--- config.mk ---
export PLATFORM = sky130hd
export DESIGN_NAME = adder_arbiter_flat
export DESIGN_NICKNAME = d
export VERILOG_FILES = /design/src/rtl/adder_arbiter_if.sv /design/src/rtl/adder_arbiter.sv /design/src/flat_wrapper.sv
export SDC_FILE = /design/constraint.sdc
export NUM_CORES = 1
export LEC_CHECK = 0
export ABC_AREA = 0
export CORE_MARGIN = 2
export CORE_UTILIZATION = 35
export CTS_BUF_LIST = sky130_fd_sc_hd__clkbuf_8
export DETAILED_ROUTE_END_ITERATION = 7
export PLACE_DENSITY = 0.71
export REMOVE_ABC_BUFFERS = 1
export SYNTH_ARGS = -nofsm -noshare
export SYNTH_HDL_FRONTEND = slang
export SYNTH_SLANG_ARGS = --single-unit
--- constraint.sdc ---
create_clock -name clk -period 1.9 [get_ports clk]
set_input_delay 0.475 -clock clk [delete_from_list [all_inputs] [get_ports clk]]
set_output_delay 0.475 -clock clk [all_outputs]
set_load 0.01 [all_outputs]
--- src/rtl/adder_arbiter_if.sv ---
// Bundle of the two requester ports, the shared-adder port and the response port
// of adder_arbiter. The arbiter uses the slave view; the environment uses the master view.
interface adder_arbiter_if;
  logic        req0_valid;
  logic        req0_ready;
  logic [7:0]  req0_a;
  logic [7:0]  req0_b;
  logic        req0_sub;

  logic        req1_valid;
  logic        req1_ready;
  logic [7:0]  req1_a;
  logic [7:0]  req1_b;
  logic        req1_sub;

  logic [15:0] add_a;
  logic [15:0] add_b;
  logic        add_cin;
  logic [15:0] add_sum;

  logic        rsp_valid;
  logic        rsp_ready;
  logic        rsp_id;
  logic [15:0] rsp_sum;
  logic        rsp_ovf8;

  modport slave (
    input  req0_valid, req0_a, req0_b, req0_sub,
    input  req1_valid, req1_a, req1_b, req1_sub,
    input  add_sum, rsp_ready,
    output req0_ready, req1_ready,
    output add_a, add_b, add_cin,
    output rsp_valid, rsp_id, rsp_sum, rsp_ovf8
  );

  modport master (
    output req0_valid, req0_a, req0_b, req0_sub,
    output req1_valid, req1_a, req1_b, req1_sub,
    output add_sum, rsp_ready,
    input  req0_ready, req1_ready,
    input  add_a, add_b, add_cin,
    input  rsp_valid, rsp_id, rsp_sum, rsp_ovf8
  );
endinterface

--- src/rtl/adder_arbiter.sv ---
// Round-robin arbiter sharing one external multi-cycle 16-bit adder between two
// requesters of signed 8-bit add/sub operations; one operation in flight at a time.
module adder_arbiter #(
  parameter int unsigned ADD_LAT = 2
) (
  input  logic            clk,
  input  logic            rst,
  adder_arbiter_if.slave  bus
);

  typedef enum logic [1:0] {
    IDLE = 2'd0,
    BUSY = 2'd1,
    RESP = 2'd2
  } state_e;

  localparam logic [3:0] LAT = 4'(ADD_LAT);

  function automatic logic [15:0] sext8(input logic [7:0] v);
    return {{8{v[7]}}, v};
  endfunction

  // Result fits 8 bits signed only when bits 15:7 are all copies of the sign.
  function automatic logic ovf8(input logic [15:0] s);
    return !((s[15:7] == 9'h1FF) || (s[15:7] == 9'h000));
  endfunction

  state_e      state_q, state_d;
  logic [3:0]  cnt_q, cnt_d;
  logic        last_q, last_d;
  logic [15:0] add_a_q, add_a_d;
  logic [15:0] add_b_q, add_b_d;
  logic        add_cin_q, add_cin_d;
  logic        rsp_valid_q, rsp_valid_d;
  logic        rsp_id_q, rsp_id_d;
  logic [15:0] rsp_sum_q, rsp_sum_d;
  logic        rsp_ovf8_q, rsp_ovf8_d;

  logic        grant0_s, grant1_s, accept_s;
  logic [7:0]  op_a_s, op_b_s;
  logic        op_sub_s;

  // Arbitration: only in IDLE and out of reset; contested requests go to the one not granted last.
  always_comb begin
    grant0_s = 1'b0;
    grant1_s = 1'b0;
    if ((state_q == IDLE) && !rst) begin
      if (bus.req0_valid && bus.req1_valid) begin
        grant0_s = last_q;
        grant1_s = !last_q;
      end else if (bus.req0_valid) begin
        grant0_s = 1'b1;
      end else if (bus.req1_valid) begin
        grant1_s = 1'b1;
      end else begin
        grant0_s = 1'b0;
        grant1_s = 1'b0;
      end
    end else begin
      grant0_s = 1'b0;
      grant1_s = 1'b0;
    end
  end

  assign accept_s = grant0_s || grant1_s;
  assign op_a_s   = grant1_s ? bus.req1_a   : bus.req0_a;
  assign op_b_s   = grant1_s ? bus.req1_b   : bus.req0_b;
  assign op_sub_s = grant1_s ? bus.req1_sub : bus.req0_sub;

  // Next-state and datapath: latch operands at accept, count BUSY down, capture at the last BUSY cycle.
  always_comb begin
    state_d     = state_q;
    cnt_d       = cnt_q;
    last_d      = last_q;
    add_a_d     = add_a_q;
    add_b_d     = add_b_q;
    add_cin_d   = add_cin_q;
    rsp_valid_d = rsp_valid_q;
    rsp_id_d    = rsp_id_q;
    rsp_sum_d   = rsp_sum_q;
    rsp_ovf8_d  = rsp_ovf8_q;
    case (state_q)
      IDLE: begin
        if (accept_s) begin
          state_d   = BUSY;
          cnt_d     = LAT;
          last_d    = grant1_s;
          rsp_id_d  = grant1_s;
          add_a_d   = sext8(op_a_s);
          add_b_d   = op_sub_s ? ~sext8(op_b_s) : sext8(op_b_s);
          add_cin_d = op_sub_s;
        end else begin
          state_d = IDLE;
        end
      end
      BUSY: begin
        if (cnt_q == 4'd1) begin
          state_d     = RESP;
          cnt_d       = 4'd0;
          add_a_d     = 16'h0000;
          add_b_d     = 16'h0000;
          add_cin_d   = 1'b0;
          rsp_valid_d = 1'b1;
          rsp_sum_d   = bus.add_sum;
          rsp_ovf8_d  = ovf8(bus.add_sum);
        end else begin
          cnt_d = cnt_q - 4'd1;
        end
      end
      RESP: begin
        if (bus.rsp_ready) begin
          state_d     = IDLE;
          rsp_valid_d = 1'b0;
          rsp_id_d    = 1'b0;
          rsp_sum_d   = 16'h0000;
          rsp_ovf8_d  = 1'b0;
        end else begin
          state_d = RESP;
        end
      end
      default: begin
        state_d     = IDLE;
        cnt_d       = 4'd0;
        add_a_d     = 16'h0000;
        add_b_d     = 16'h0000;
        add_cin_d   = 1'b0;
        rsp_valid_d = 1'b0;
        rsp_id_d    = 1'b0;
        rsp_sum_d   = 16'h0000;
        rsp_ovf8_d  = 1'b0;
      end
    endcase
  end

  // State register; reset drops any transaction in flight and favours req0 next.
  always_ff @(posedge clk) begin
    if (rst) begin
      state_q     <= IDLE;
      cnt_q       <= 4'd0;
      last_q      <= 1'b1;
      add_a_q     <= 16'h0000;
      add_b_q     <= 16'h0000;
      add_cin_q   <= 1'b0;
      rsp_valid_q <= 1'b0;
      rsp_id_q    <= 1'b0;
      rsp_sum_q   <= 16'h0000;
      rsp_ovf8_q  <= 1'b0;
    end else begin
      state_q     <= state_d;
      cnt_q       <= cnt_d;
      last_q      <= last_d;
      add_a_q     <= add_a_d;
      add_b_q     <= add_b_d;
      add_cin_q   <= add_cin_d;
      rsp_valid_q <= rsp_valid_d;
      rsp_id_q    <= rsp_id_d;
      rsp_sum_q   <= rsp_sum_d;
      rsp_ovf8_q  <= rsp_ovf8_d;
    end
  end

  assign bus.req0_ready = grant0_s;
  assign bus.req1_ready = grant1_s;
  assign bus.add_a      = add_a_q;
  assign bus.add_b      = add_b_q;
  assign bus.add_cin    = add_cin_q;
  assign bus.rsp_valid  = rsp_valid_q;
  assign bus.rsp_id     = rsp_id_q;
  assign bus.rsp_sum    = rsp_sum_q;
  assign bus.rsp_ovf8   = rsp_ovf8_q;

endmodule
--- src/flat_wrapper.sv ---
// flat-port wrapper written by rule: the top's interface ports become plain ports
module adder_arbiter_flat 
#(
  parameter int unsigned ADD_LAT = 2
)
  (clk, rst, bus_req0_valid, bus_req0_a, bus_req0_b, bus_req0_sub, bus_req1_valid, bus_req1_a, bus_req1_b, bus_req1_sub, bus_add_sum, bus_rsp_ready, bus_req0_ready, bus_req1_ready, bus_add_a, bus_add_b, bus_add_cin, bus_rsp_valid, bus_rsp_id, bus_rsp_sum, bus_rsp_ovf8);
  adder_arbiter_if bus_i ();
  input  logic clk;
  input  logic rst;
  input wire logic [$bits(bus_i.req0_valid)-1:0] bus_req0_valid;
  input wire logic [$bits(bus_i.req0_a)-1:0] bus_req0_a;
  input wire logic [$bits(bus_i.req0_b)-1:0] bus_req0_b;
  input wire logic [$bits(bus_i.req0_sub)-1:0] bus_req0_sub;
  input wire logic [$bits(bus_i.req1_valid)-1:0] bus_req1_valid;
  input wire logic [$bits(bus_i.req1_a)-1:0] bus_req1_a;
  input wire logic [$bits(bus_i.req1_b)-1:0] bus_req1_b;
  input wire logic [$bits(bus_i.req1_sub)-1:0] bus_req1_sub;
  input wire logic [$bits(bus_i.add_sum)-1:0] bus_add_sum;
  input wire logic [$bits(bus_i.rsp_ready)-1:0] bus_rsp_ready;
  output wire logic [$bits(bus_i.req0_ready)-1:0] bus_req0_ready;
  output wire logic [$bits(bus_i.req1_ready)-1:0] bus_req1_ready;
  output wire logic [$bits(bus_i.add_a)-1:0] bus_add_a;
  output wire logic [$bits(bus_i.add_b)-1:0] bus_add_b;
  output wire logic [$bits(bus_i.add_cin)-1:0] bus_add_cin;
  output wire logic [$bits(bus_i.rsp_valid)-1:0] bus_rsp_valid;
  output wire logic [$bits(bus_i.rsp_id)-1:0] bus_rsp_id;
  output wire logic [$bits(bus_i.rsp_sum)-1:0] bus_rsp_sum;
  output wire logic [$bits(bus_i.rsp_ovf8)-1:0] bus_rsp_ovf8;
  assign bus_i.req0_valid = bus_req0_valid;
  assign bus_i.req0_a = bus_req0_a;
  assign bus_i.req0_b = bus_req0_b;
  assign bus_i.req0_sub = bus_req0_sub;
  assign bus_i.req1_valid = bus_req1_valid;
  assign bus_i.req1_a = bus_req1_a;
  assign bus_i.req1_b = bus_req1_b;
  assign bus_i.req1_sub = bus_req1_sub;
  assign bus_i.add_sum = bus_add_sum;
  assign bus_i.rsp_ready = bus_rsp_ready;
  assign bus_req0_ready = bus_i.req0_ready;
  assign bus_req1_ready = bus_i.req1_ready;
  assign bus_add_a = bus_i.add_a;
  assign bus_add_b = bus_i.add_b;
  assign bus_add_cin = bus_i.add_cin;
  assign bus_rsp_valid = bus_i.rsp_valid;
  assign bus_rsp_id = bus_i.rsp_id;
  assign bus_rsp_sum = bus_i.rsp_sum;
  assign bus_rsp_ovf8 = bus_i.rsp_ovf8;
  adder_arbiter #(.ADD_LAT(ADD_LAT)) u_core (.clk(clk), .rst(rst), .bus(bus_i));
endmodule
Yosys cells after proc, flatten, opt, wreduce, memory -nomap -nowiden
Cells that the tools add are included.
{"block": "totals", "in_bits": 55, "regBits": 59, "out_inout_bits": 54, "elab_cells": 72}
{"block": "classes", "reduce_logical": 14, "eq_ne": 7, "muxes": 36, "bitwise": 4, "n_addsub": 1}
{"op": "case mux 16 bit (3 select lines)", "count": 3}
{"op": "two-way mux 16 bit", "count": 6}
{"op": "two-way mux 8 bit", "count": 2}
{"op": "inverter 16 bit", "count": 1}
{"op": "two-way mux 1 bit", "count": 15}
{"op": "case mux 1 bit (3 select lines)", "count": 4}
{"op": "case mux 4 bit (3 select lines)", "count": 1}
{"op": "== test 9 bit, second input constant", "count": 1}
{"op": "zero test 9 bit", "count": 1}
{"op": "AND reduction 3 bit", "count": 3}
{"op": "two-way mux 4 bit", "count": 2}
{"op": "case mux 2 bit (3 select lines)", "count": 1}
{"op": "== test 4 x 1 -> 1 bit, second input constant", "count": 1}
{"op": "two-way mux 2 bit", "count": 2}
{"op": "!= test 2 x 1 -> 1 bit, second input constant", "count": 2}
{"op": "AND reduction 2 bit", "count": 2}
{"op": "subtractor 4 x 1 -> 4 bit, second input constant", "count": 1}
{"op": "zero test 1 bit", "count": 3}
{"op": "inverter 1 bit", "count": 3}
{"op": "== test 2 x 1 -> 1 bit, second input constant", "count": 1}
{"op": "== test 2 bit, second input constant", "count": 1}
{"op": "logical AND 1 bit", "count": 2}
{"op": "zero test 2 bit", "count": 1}
{"op": "logical OR 1 bit", "count": 2}
{"op": "!= test 2 bit, second input constant", "count": 1}

Longest topological paths before layout
Gate-level depths: netlist of run 1.
{"block": "depth", "ltp_word": 9, "ltp_mapped": 7, "depth_no_buf": 6}

Worst setup path after synthesis of run 1
No wires, ideal clock.
{"block": "synth_timing", "kind": "input to output", "start": "input port rst", "end": "output port bus_req0_ready", "n_path_buf": 1, "t_arrival_ns": 1.122, "stages": 5, "required_ns": 1.425, "path_slack_ns": 0.303, "cell_sequence": "nor3_4 nand3_4 clkinv_2 buf_6 nor2_1"}
{"block": "synth_between", "elab_chain_cells": 3}
{"element": "from (decl)", "line_no": "flat_wrapper.sv:9", "source": "input logic rst;"}
{"element": "zero test 1 bit", "line_no": "adder_arbiter.sv:47", "source": "if ((state_q == IDLE) && !rst) begin"}
{"element": "logical AND 1 bit", "line_no": "adder_arbiter.sv:47"}
{"element": "two-way mux 1 bit", "line_no": "adder_arbiter.sv:47"}
{"element": "to (decl)", "line_no": "flat_wrapper.sv:20", "source": "output wire logic [$bits(bus_i.req0_ready)-1:0] bus_req0_ready;"}
Every way passes these cells.

Final worst setup path of run 1
{"block": "layout_timing", "start": "register u_core.state_q[1]", "end": "output port bus_req1_ready"}
{"block": "layout_between", "elab_chain_cells": 3}
{"element": "from (decl)", "line_no": "adder_arbiter.sv:28", "source": "state_e state_q, state_d;"}
{"element": "from (signal assigned)", "line_no": "adder_arbiter.sv:149", "source": "state_q <= state_d;"}
{"element": "zero test 2 bit", "line_no": "adder_arbiter.sv:47"}
{"element": "logical AND 1 bit", "line_no": "adder_arbiter.sv:47"}
{"element": "two-way mux 1 bit", "line_no": "adder_arbiter.sv:47"}
{"element": "to (decl)", "line_no": "flat_wrapper.sv:21", "source": "output wire logic [$bits(bus_i.req1_ready)-1:0] bus_req1_ready;"}
Every way passes these cells.

==> metrics.cfg, run 1 <==
[synth]
async_flop_share_pct = 0
synth.distinct_cells = 46
synth_area_leaders = dfxtp_1 40%, xnor2_1 7.0%, buf_4 6.7%, a22oi_1 5.6%, nor2_1 4.9%
synth_top_flop_cell = dfxtp_1
syn-instance-count = 232
synth-seq-cells = 43
synth_area_mm2 = 0.00213
ys_warn_count = 0
seq_area_frac_synth_pct = 40.3
synth_largest_area_cell = dfxtp_1
avgSynthCellArea_um2 = 9.20
synth-edff-count = 0
synth_top_area_share_pct = 40.3

[place]
routabilityCongestion = 0.773
hpwl_um = 4040
place_ws_ps = -596
portBuffers = 108
placed_cells = 398

[clock_network]
cts_buffer_depth = 2
clk_latency_ps = 290
postCtsHoldBufs = 0
cts_root_buffer = clkbuf_8
cts_sinks = 43
path_clk_slew_ps = 80
htreeDepth = 2
cts_tree = built
numCtsBuffers = 5

[routing]
drc = 0
wl_um = 5420
vias = 2004
wire_per_inst_um = 13.3
via_per_inst = 4.91
drt_iter0_drc = 65
ant_nets = 0
firstDrtPassIters = 4

[worst_setup_path]
cp_cell_sequence = nor3_4 -> buf_6 -> nand3_4 -> clkinv_4 -> clkdlybuf4s15_2
required_ps = 1420
worst-setup-path-type = flop to output port
crit_path_max_incr_delay_ps = 340
reg2reg_depth = 6
worstPathMaxFanout = 3
crit_path_start_kind = flop
crit_arrival_ps = 1350
cp_slowest_cell = dfxtp_2
endpoint_kind = output port

[sta]
rsz0062_at_grt = false
hold_viol = 0
fin_skew_ps = 3.83
worst_slack_ps = 73.9
min_period_over_period_pct = 96.1
tightestPinTransition_ps = 719
fin_crit_ps = 1830
slew_violations = 0
slew-limit-headroom_pct = 52.1
setup_viol = 0
maxClockFrequency_mhz = 548

[cells_and_area]
antenna_cells = 0
final_util_pct = 57.0
multi_input_area_mm2 = 0.00106
areaGrowthSynthToFinish_pct = 58.1
fillerInstances = 547
layout_commonest_cell = clkdlybuf4s50_1
num-nets-final = 389
final_cell_mix = 103 x clkdlybuf4s50_1, 39 x dfxtp_1, 28 x nor2_1, 19 x nand2_1, 17 x xnor2_1
ff_latch_area_um2 = 866
layout.cells.non_filler = 408
drive_above_1_share_pct = 12.3

[global_route]
antenna_found_initial = 0
grt_pass1_vias = 1888
grt_pass1_wl_um = 8530
grt_use_total_pct = 16.4
grt_overflow = 0
grt_max_degree = 31

[power_and_ir_drop]
vdd_drop_max_uv = 374
p_total_w = 0.00272
power_leakage_nw = 1.25
cellPowerDensity_mw_per_mm2 = 807

[worst_hold_path]
holdPathStages = 1
min_path_type = flop to flop

[floorplanning]
initial_core_util_pct = 36.1
io_pins = 109
rows = 28
die_area_mm2 = 0.00674
die_y_um = 82.1
core_mm2 = 0.00592
fp.dieW_um = 82.1

[outcome]
status = finished, final reports clean

[flow_run]
cap_violations = 0

==> critical path: cells and delay by family, from the launching register on <==
kind / cells / cell delay [ps]
simple gates: 2 / 310
flops: 1 / 340
buf+inv: 3 / 410
==> final cells by class <==
| type | count | area share [%] |
|---|---|---|
| repair buffers | 122 | 35.5 |
| multi-input cells | 156 | 31.6 |
| flip-flops and latches | 43 | 25.7 |
| well taps | 75 | 2.78 |
| clock buffers | 5 | 2.04 |
| clock inverters | 3 | 1.89 |
| inverters | 4 | 0.593 |
==> cell usage after synthesis, types with 2 or more instances <==
| cell type | number |
|---|---|
| buf_6 | 2 |
| xnor2_1 | 17 |
| ha_1 | 2 |
| a22oi_1 | 16 |
| buf_4 | 19 |
| mux2i_1 | 5 |
| nor2_1 | 28 |
| buf_2 | 3 |
| buf_1 | 2 |
| o2bb2ai_1 | 7 |
| nor2b_1 | 3 |
| nand2_1 | 20 |
| nor3_1 | 6 |
| nor3b_1 | 3 |
| dfxtp_1 | 43 |
| clkbuf_2 | 2 |
| inv_1 | 3 |
| a21oi_1 | 11 |
| nand3_1 | 5 |
| a31oi_1 | 2 |
| a32o_1 | 8 |
==> flip-flops by register name (all words and copies together), names as in the netlist <==
name / count
u_core.bus.rsp_sum: 16
u_core.bus.add_a: 8
u_core.bus.add_b: 8
u_core.cnt_q: 4
u_core.state_q: 2
u_core.bus.add_cin: 1
u_core.bus.rsp_id: 1
u_core.bus.rsp_ovf8: 1
u_core.bus.rsp_valid: 1
u_core.last_q: 1
==> what timing repair did <==
action | in CTS | in global routing
resized for setup | 16 | 5
pin swaps | 1 | 1
buffers inserted | 2 | 0
setup endpoints to repair | 12 | 20
==> routing by layer <==
metal	up-vias	GRT usage, %	share of wire, %
met5	-	0	0
met4	0	4.00	0.63
met3	4	8.37	14
met2	105	27.6	44
met1	895	18.4	41
li1	1000	-	-
==> per-stage QoR <==
stage               hold WS (ps)  TNS [ps]  area, um^2
detailed placement           450     -5890        3210
floorplan                    480         0        1930
global placement             443     -5570        3210
global route                 484         0        3370
CTS                          470         0        3370
finish                       469         0        3370
==> kinds of logic (layout without fill, tap and decap cells) <==
logic type                 after synthesis  after routing  share of synthesized area [%]
muxes                                    5              5                           2.34
xor gates and xnor gates                17             17                           6.98
AOI/OAI and AO/OA                       57             57                           21.0
buffers and inverters                   33            134                           10.2
adders and majority gates                2              2                           1.17
DFF                                     43             43                           40.3
and+or+nand+nor                         75             75                           18.0
==> report_power, final <==
part | switching [W] | leakage (nW) | internal (W)
logic | 0.000358 | 0.823 | 0.000488
registers | 0.0000634 | 0.353 | 0.000989
clock network | 0.000306 | 0.0695 | 0.000520
==> final timing paths <==
path / startpoint / endpoint / slack [ps]
max: u_core.state_q[1] / bus_req1_ready / 70
max reg2reg: u_core.cnt_q[1] / u_core.bus.rsp_sum[1] / 190
min reg2reg: u_core.bus.add_a[3] / u_core.bus.add_a[3] / 470
min: u_core.bus.add_a[3] / u_core.bus.add_a[3] / 470
No activity file was read; power rests on OpenSTA's default activity.
==> inputs of run 2 (changes only) <==
--- a/config.mk
+++ b/config.mk
@@ -10,6 +10,7 @@
 export CORE_UTILIZATION = 35
 export CTS_BUF_LIST = sky130_fd_sc_hd__clkbuf_8
 export DETAILED_ROUTE_END_ITERATION = 7
+export MAX_ROUTING_LAYER = met4
 export PLACE_DENSITY = 0.71
 export REMOVE_ABC_BUFFERS = 1
 export SYNTH_ARGS = -nofsm -noshare
==> run 2 against run 1 <==
Sequential power about the same. Register-to-register slack improved by 20 ps. Clock-buffer cell count unchanged. Total power about the same. Clock power about the same. Utilization unchanged. Wire length increased by 0.17%. Global-route usage increased by 0.46 points. Hold slack got worse by 0.89 ps. Maximum frequency about the same. Highest routed layer unchanged.
==> metrics.cfg, run 2 (synthesized netlist as in run 1, its figures left out) <==
[worst_setup_path]
worstPathMaxFanout = 3  ; unchanged
worst-setup-path-type = flop to output port
crit_arrival_ps = 1350  ; about the same
reg2reg_depth = 6  ; unchanged
endpoint_kind = output port
r2r_setup_slack_ps = 210  ; +20 ps
crit_path_start_kind = flop
required_ps = 1420  ; about the same
timing.rr.start = u_core.cnt_q[1]
r2r_end = u_core.bus.rsp_sum[1]

[sta]
slew-limit-headroom_pct = 52.6  ; +0.54 points
slew_violations = 0  ; unchanged
maxClockFrequency_mhz = 547  ; about the same
fin_crit_ps = 1830  ; +1.34 ps
worst_slack_ps = 72.6  ; -1.34 ps
min_period_over_period_pct = 96.2  ; about the same
tightestPinTransition_ps = 711  ; -8.04 ps
hold_viol = 0  ; unchanged
setup_viol = 0  ; unchanged
rsz0062_at_grt = false
tns_ps = 0  ; unchanged
fin_skew_ps = 3.54  ; -0.288 ps

[cells_and_area]
layout_commonest_cell = clkdlybuf4s50_1
final_cell_mix = 103 x clkdlybuf4s50_1, 39 x dfxtp_1, 28 x nor2_1, 19 x nand2_1, 17 x xnor2_1
areaGrowthSynthToFinish_pct = 58.1  ; unchanged
fillerInstances = 547  ; unchanged
final_area_mm2 = 0.00337  ; unchanged
drive_above_1_share_pct = 12.3  ; unchanged
antenna_cells = 0  ; unchanged
num-nets-final = 389  ; unchanged
largest_reg_flops = 16  ; unchanged

[global_route]
antenna_found_initial = 0  ; unchanged
grt_use_total_pct = 16.8  ; +0.46 points
grt_max_degree = 31  ; unchanged
grt_pass1_wl_um = 8510  ; -0.16%
grt_pass1_vias = 1888  ; unchanged
grt_overflow = 0  ; unchanged

[clock_network]
cts_buffer_depth = 2  ; unchanged
htreeDepth = 2  ; unchanged
cts_tree = built
clk_latency_ps = 290  ; about the same
path_clk_slew_ps = 80  ; about the same
numCtsBuffers = 5  ; unchanged
cts_root_buffer = clkbuf_8
cts_sinks = 43  ; unchanged

[power_and_ir_drop]
vdd_drop_max_uv = 375  ; +0.24%
p_total_w = 0.00272  ; about the same
power_leakage_nw = 1.25  ; unchanged
cellPowerDensity_mw_per_mm2 = 807  ; about the same

[routing]
ant_nets = 0  ; unchanged
firstDrtPassIters = 4  ; unchanged
vias = 1996  ; -0.40%
wl_um = 5430  ; +0.17%
wire_per_inst_um = 13.3  ; +0.17%
via_per_inst = 4.89  ; -0.40%
drc = 0  ; unchanged
drt_iter0_drc = 78  ; +20%

[worst_hold_path]
holdPathStages = 1  ; unchanged
worstHoldStart = u_core.bus.add_a[3]
min_to = u_core.bus.add_a[3]
min_path_type = flop to flop

[floorplanning]
die_y_um = 82.1  ; unchanged
io_pins = 109  ; unchanged
core_mm2 = 0.00592  ; unchanged
initial_core_util_pct = 36.1  ; unchanged
die_area_mm2 = 0.00674  ; unchanged
rows = 28  ; unchanged
fp.dieW_um = 82.1  ; unchanged

[place]
hpwl_um = 4040  ; unchanged
place_area_mm2 = 0.00321  ; unchanged
place_ws_ps = -596  ; unchanged
routabilityCongestion = 0.783  ; +1.4%
portBuffers = 108  ; unchanged

[outcome]
status = finished, final reports clean

[flow_run]
cap_violations = 0  ; unchanged

run 2: cell counts in the layout (fill, tap and decap cells not counted):
No cell type changed its count.
run 2: worst max path at each step:
stage | depth (start not counted) | slack, ps | end | from
after global placement | 5 | -580 | bus_req0_ready | rst
after detailed placement | 5 | -600 | bus_req0_ready | rst
after floorplan | 4 | 160 | bus_req0_ready | u_core.state_q[1]
after global routing | 5 | 2 | bus_req1_ready | u_core.state_q[1]
final | 5 | 70 | bus_req1_ready | u_core.state_q[1]
after CTS | 6 | 5 | bus_req1_ready | rst
run 2: cell type report:
type                       count  area, um^2  area share [%]
timing repair buffer         122        1200            35.5
multi-input combinational    156        1060            31.6
sequential                    43         866            25.7
tap                           75        93.8            2.78
clock buffer                   5        68.8            2.04
clock inverter                 3        63.8            1.89
inverter                       4        20.0           0.593
run 2: timing repair:
action / 4_1_cts / 5_1_grt
buffers inserted: 2 / 0
gates resized for setup: 16 / 5
pin swaps: 1 / 1
endpoints found under the setup margin: 12 / 20
hold buffers: 0 / 0
run 2: routing by layer:
metal / share of wire, % / track usage [%]
met1: 42 / 19.1
met5: 0 / -
met4: 0.55 / 4.00
met3: 13 / 7.07
met2: 44 / 27.6
run 2: critical path, cell delays in order (launching register included):
cell and delay [ps]:
dfxtp_2 340, nor3_4 230, buf_6 130, nand3_4 80, clkinv_4 70, clkdlybuf4s15_2 210
run 2: per-stage QoR:
stage | util (%) | hold WS (ps) | std cells
floorplan | - | 480 | 203
global placement | 54.2 | 443 | 398
detailed placement | 54.2 | 450 | 398
CTS | 56.9 | 470 | 408
global route | 57.0 | 484 | 408
finish | 57.0 | 468 | 408
run 2: where the power goes:
part | total (W) | switching (W) | internal [W] | leakage [nW]
Clock | 0.000826 | 0.000306 | 0.000520 | 0.0695
Sequential | 0.00105 | 0.0000634 | 0.000989 | 0.353
Combinational | 0.000846 | 0.000358 | 0.000488 | 0.823
Total | 0.00272 | 0.000727 | 0.00200 | 1.25
